## src/rtl/slllcc_pkg.sv

```systemverilog
// ============================================================================
// Module  : slllcc_pkg
// Brief   : Shared defaults, shift-width helper and data-word type for SLLLCC.
// Rev     : 1.0 - initial release
// ============================================================================
`default_nettype none

package slllcc_pkg;

    localparam int DEFAULT_WIDTH = 32;

    function automatic int sw_of(input int width);
        return $clog2(width);
    endfunction

    typedef logic [DEFAULT_WIDTH-1:0] word_t;

endpackage

`default_nettype wire

```

## src/rtl/slllcc_stage.sv

```systemverilog
// ============================================================================
// Module  : slllcc_stage
// Brief   : One barrel-shifter level: shifts left by SHIFT when en is high.
// Rev     : 1.0 - initial release
// ============================================================================
`default_nettype none

module slllcc_stage #(
    parameter int WIDTH = 32,
    parameter int SHIFT = 1
) (
    input  logic [WIDTH-1:0] din,
    input  logic             en,
    output logic [WIDTH-1:0] dout
);

    assign dout = en ? (din << SHIFT) : din;

endmodule

`default_nettype wire

```

## src/rtl/slllcc.sv

```systemverilog
// ============================================================================
// Module  : slllcc
// Brief   : Registered logical-left barrel shifter with zero flag.
//           Define SLLLCC_PIPE_EN to add a mid-chain pipeline register.
// Rev     : 1.0 - initial release
// ============================================================================
`default_nettype none

module slllcc
    import slllcc_pkg::*;
#(
    parameter int WIDTH = DEFAULT_WIDTH,
    parameter int SW    = sw_of(WIDTH)
) (
    input  logic             clk,
    input  logic             rst,
    input  logic [WIDTH-1:0] A,
    input  logic [SW-1:0]    s,
    input  logic             in_valid,
    output logic [WIDTH-1:0] B,
    output logic             out_valid,
    output logic             zero
);

    // CUT is the first stage fed from the pipeline register; SW means "no cut".
`ifdef SLLLCC_PIPE_EN
    localparam int CUT = SW / 2 + 1;
`else
    localparam int CUT = SW;
`endif

    logic [WIDTH-1:0] w_in  [SW];
    logic [WIDTH-1:0] w_out [SW];
    logic [SW-1:0]    w_en;
    logic             w_valid;

    generate
        for (genvar k = 0; k < SW; k++) begin : g_stage
            if (k == 0) begin : g_head
                assign w_in[k] = A;
            end else if (k != CUT) begin : g_link
                assign w_in[k] = w_out[k-1];
            end

            slllcc_stage #(
                .WIDTH (WIDTH),
                .SHIFT (1 << k)
            ) u_stage (
                .din  (w_in[k]),
                .en   (w_en[k]),
                .dout (w_out[k])
            );
        end
    endgenerate

`ifdef SLLLCC_PIPE_EN
    logic [WIDTH-1:0]  r_pipe_data;
    logic [SW-CUT-1:0] r_pipe_s;
    logic              r_pipe_valid;

    // Upper shift bits travel with the partial result so later stages see
    // the amount belonging to the same operation.
    always_ff @(posedge clk) begin
        if (rst) begin
            r_pipe_data  <= '0;
            r_pipe_s     <= '0;
            r_pipe_valid <= 1'b0;
        end else begin
            r_pipe_data  <= w_out[CUT-1];
            r_pipe_s     <= s[SW-1:CUT];
            r_pipe_valid <= in_valid;
        end
    end

    assign w_in[CUT] = r_pipe_data;
    assign w_en      = {r_pipe_s, s[CUT-1:0]};
    assign w_valid   = r_pipe_valid;
`else
    assign w_en    = s;
    assign w_valid = in_valid;
`endif

    always_ff @(posedge clk) begin
        if (rst) begin
            B         <= '0;
            out_valid <= 1'b0;
            zero      <= 1'b0;
        end else begin
            out_valid <= w_valid;
            if (w_valid) begin
                B    <= w_out[SW-1];
                zero <= (w_out[SW-1] == '0);
            end
        end
    end

endmodule

`default_nettype wire

```

## config.mk

```make
export PLATFORM = sky130hd
export DESIGN_NAME = slllcc
export DESIGN_NICKNAME = d
export VERILOG_FILES = /design/src/rtl/slllcc_pkg.sv /design/src/rtl/slllcc_stage.sv /design/src/rtl/slllcc.sv
export SDC_FILE = /design/constraint.sdc
export NUM_CORES = 1
export LEC_CHECK = 0
export CAP_MARGIN = 20
export CELL_PAD_IN_SITES_DETAIL_PLACEMENT = 0
export CELL_PAD_IN_SITES_GLOBAL_PLACEMENT = 1
export CORE_MARGIN = 10
export CORE_UTILIZATION = 48
export CTS_CLUSTER_SIZE = 16
export DETAILED_ROUTE_END_ITERATION = 6
export DONT_BUFFER_PORTS = 1
export PLACE_DENSITY = 0.85
export SLEW_MARGIN = 10
export SYNTH_ARGS = -nofsm -noshare
export SYNTH_HDL_FRONTEND = slang
export SYNTH_SLANG_ARGS = --single-unit
```

## constraint.sdc

```tcl
create_clock -name clk -period 2.9 [get_ports clk]
set_input_delay 0.145 -clock clk [delete_from_list [all_inputs] [get_ports clk]]
set_output_delay 0.145 -clock clk [all_outputs]
set_load 0.02 [all_outputs]
```

# --- Yosys cells after proc, flatten, opt, wreduce, memory -nomap -nowiden ---
# Index checks and enable logic that the tools add are counted.
word_totals:
  ff_bits: 34
  out_inout_bits: 34
op_classes:
  n_mux: 5
  reduce_logical: 1
op_table:
  columns: ["operator", "count"]
  rows:
  - ["32-bit two-way mux", 5]
  - ["32-bit zero test", 1]

# --- Logic depth before layout (Yosys ltp) ---
depth:
  depth_word: 6
  mapped_depth: 10

# --- By module ---
# From an unflattened synthesis, not the netlist that was laid out.
hier_totals:
  hier_cells: 298
  area_unflattened_um2: 3503.4
by_module_without_submodules:
  columns: ["mod", "instances", "cells_each", "area_each_um2", "seq_area_each_um2"]
  rows:
  - ["slllcc", 1, 120, 1283.7, 680.7]
  - ["slllcc_stage at g_stage[0].u_stage", 1, 36, 535.5, 0.0]
  - ["slllcc_stage at g_stage[1].u_stage", 1, 36, 521.8, 0.0]
  - ["slllcc_stage at g_stage[2].u_stage", 1, 36, 500.5, 0.0]
  - ["slllcc_stage at g_stage[3].u_stage", 1, 35, 354.1, 0.0]
  - ["slllcc_stage at g_stage[4].u_stage", 1, 35, 307.8, 0.0]

# --- Worst setup path after synthesis ---
# Ideal clock, no wire load.
synth_path:
  path_kind: "input -> register"
  start: "input s[2]"
  end: "register zero"
  arrival_ns: 2.153
  t_required_ns: 2.812
  slack_ns: 0.659
  path_stages: 9
  cell_sequence: "clkbuf_1 > buf_2 > mux4_2 > mux2_2 > a22oi_1 > o211ai_1 > a2111oi_0 > nand4_1 > o32ai_2"
synth_between:
  elab_chain_cells: 4
synth_lines:
  columns: ["item", "line_no", "text"]
  rows:
  - ["start, declared", "slllcc.sv:18", "input logic [SW-1:0] s,"]
  - ["32-bit two-way mux (3 in a row)", "slllcc_stage.sv:17", "assign dout = en ? (din << SHIFT) : din;"]
  - ["32-bit zero test", "slllcc.sv:92", "zero <= (w_out[SW-1] == '0);"]
  - ["end signal, assigned", "slllcc.sv:92", null]
  - ["end, declared", "slllcc.sv:22", "output logic zero"]
# No other way between the ends.
# A chain may end at the register's enable or synchronous reset.

# --- Final worst setup path ---
layout_path:
  start: "input s[3]"
  end: "register zero"
layout_between:
  elab_chain_cells: 3
layout_lines:
  columns: ["item", "line_no"]
  rows:
  - ["32-bit two-way mux (2 in a row)", "slllcc_stage.sv:17"]
  - ["32-bit zero test", "slllcc.sv:92"]
# No other way between the ends.

==> results.toml <==
[critical_path]
crit_path_cell_trace = "inv_1 -> mux2_2 -> nand2_1 -> o211ai_1 -> a2111oi_0 -> nand4_1 -> o32ai_2"
crit_slowest_cell = "inv_1"
cp_data_required_time_ns = 3.10
start_kind = "input port"
worstPathArrival_ns = 2.13
cp_max_fo = 25
cp-end-kind = "flop"
slowest_delay_ns = 0.56
critPathKind = "in -> reg"
r2r_start = "B[12]$_SDFFE_PP0P_"
crit_start = "s[3]"

[floorplanning]
core_um2 = 6030
die_w_um = 99.6
dieHeight_um = 99.6
die_area_um2 = 9930
initial_utilization_pct = 50.5
io_pins = 74
rows = 28

[pwr]
p_total_mw = 1.26
pwr_density_cell_nw_per_um2 = 405
leakage_nw = 1.13
ir_drop_mv = 0.285

[cells_and_area]
final_common_cell = "nor2_1"
syn_to_final_growth_pct = 2.34
diodes = 0
nets = 365
drive_above_1_share_pct = 18.4
mostFrequentLayoutCells = "nor2_1 (47), dfxtp_1 (34), a21oi_1 (31)"
layout.cells.non_filler = 401

[route]
wl_per_cell_um = 22.8
dr_total_vias = 2655
vias_per_cell = 6.62
drcViolationCount = 0
ant_nets = 0
drt_iter0_markers = 210
first_pass_iters = 5
wl_mm = 9.14

[grt]
gr-total-overflow = 0
grt_start_max_net_pins = 44
grt.total_usage_pct = 18.0
antenna_found_initial = 0
grt_pass1_vias = 2648
grt_pass1_wl_mm = 14.6

[place]
dpl.hpwl_mm = 6.96
placed_cells = 391
gp_congestion = 1.00
io_buffers = 0

[yosys]
synth_flop_cell = "dfxtp_1"
syn-cell-area_um2 = 3040
synth_cell_type_count = 52
synth.net_count = 389
synth_cells = 349
syn_area_per_cell_um2 = 8.72
async_flop_share_pct = 0
yosys_warnings = 0
synth-seq-cells = 34
synth-seq-area-share_pct = 22.4
synth_edf_count = 0

[sta]
finalCritPeriodShare_pct = 66.4
skew_ns = 0
slew_headroom_pct = 40.2
rsz0062_at_grt = "no"
max_freq_ghz = 0.519
min_period_ns = 1.93
final-hold-violation-count = 0
finalSetupViolCount = 0
slew_violations = 0
worstMarginPinSlew_ns = 0.894
tns_ns = 0
whs_ns = 0.0151

[clock_tree]
cts_tree = "built"
clk_path_buf_depth = 2
insertion_delay_ns = 0.28
htree_levels = 2
cts.sinks = 34
cts_root_buffer = "clkbuf_8"
clk_pin_slew_ns = 0.07
numCtsBuffers = 5

[outcome]
status = "finished clean"

[min_path]
hp-class = "in -> reg"
hold_start = "in_valid"

[job]
max_cap_viol_count = 0
per-layer routing:
metal	track usage, %	vias up	wire [um]
met5	0	-	0
met4	3.97	0	123
li1	-	1250	-
met3	5.81	14	789
met1	22.0	1276	3650
met2	29.9	115	4580
metrics by stage:
step,setup slack [ns],instance area (um^2),utilization [%]
2_1_floorplan,0.659,3040,-
3_3_place_gp,0.715,2990,49.7
3_5_place_dp,0.700,2990,49.7
4_1_cts,0.999,3120,51.7
5_1_grt,0.808,3120,51.7
6_report,0.974,3120,51.7
synth_stat cells, drive strengths merged (3+ instances only):
library cell,instances,share of area (%)
nor2,47,5.8
dfxtp,34,22
a21oi,31,5.1
nand2,29,3.6
mux2i,25,8.2
mux4,24,18
mux2,22,8.1
clkbuf,20,2.5
nor2b,19,3.9
buf,13,2.3
a211oi,10,2.6
o21ai,8,1.3
nand2b,6,1.2
and2,5,1.0
inv,4,0.49
nor3,4,0.66
o211ai,4,0.99
o221ai,4,1.2
nor4,3,0.62
nor4b,3,1.1
o22ai,3,0.62
or2,3,0.62
critical path, delay by kind of cell:
kind	cells	cell delay, ns
AO/OA/AOI/OAI	3	0.77
buffers and inverters	1	0.56
multiplexers	1	0.42
AND/OR/NAND/NOR	2	0.23
worst paths after layout:
path	to	slack, ns	cells after the start
setup / recovery	zero$_SDFFE_PP0P_	0.97	7
hold / removal	B[23]$_SDFFE_PP0P_	0.02	2
setup reg to reg	B[12]$_SDFFE_PP0P_	2.03	3
hold reg to reg	B[23]$_SDFFE_PP0P_	0.57	2
sequential cells by signal, indices dropped and copies added, names as in the netlist:
register and cells:
B 32, zero 1, out_valid 1
cells by family after synthesis:
logic type / after synthesis / share of synthesized area (%)
compound gates: 80 / 18.0
buf+inv: 37 / 5.22
flops: 34 / 22.4
mux: 71 / 34.2
simple gates: 127 / 20.2
report_power, final:
group | internal, mW | switching [mW]
registers | 0.493 | 0.0484
logic | 0.183 | 0.183
clock network | 0.191 | 0.164
what timing repair did:
item | CTS | global route
hold buffers | 2 | 0
endpoints found under the setup margin | 0 | 0
buffers inserted | 0 | 0
gates resized for setup | 0 | 0
hold endpoints to repair | 34 | 0
final cells by class:
cell class	count	area, um^2
Sequential cell	34	681
Multi-Input combinational cell	278	2200
Inverter	4	15.0
Tap cell	75	93.8
Timing Repair Buffer	2	30.0
Fill cell	599	2910
Clock inverter	1	5.00
Clock buffer	7	86.3
(Power assumes the default switching activity.)
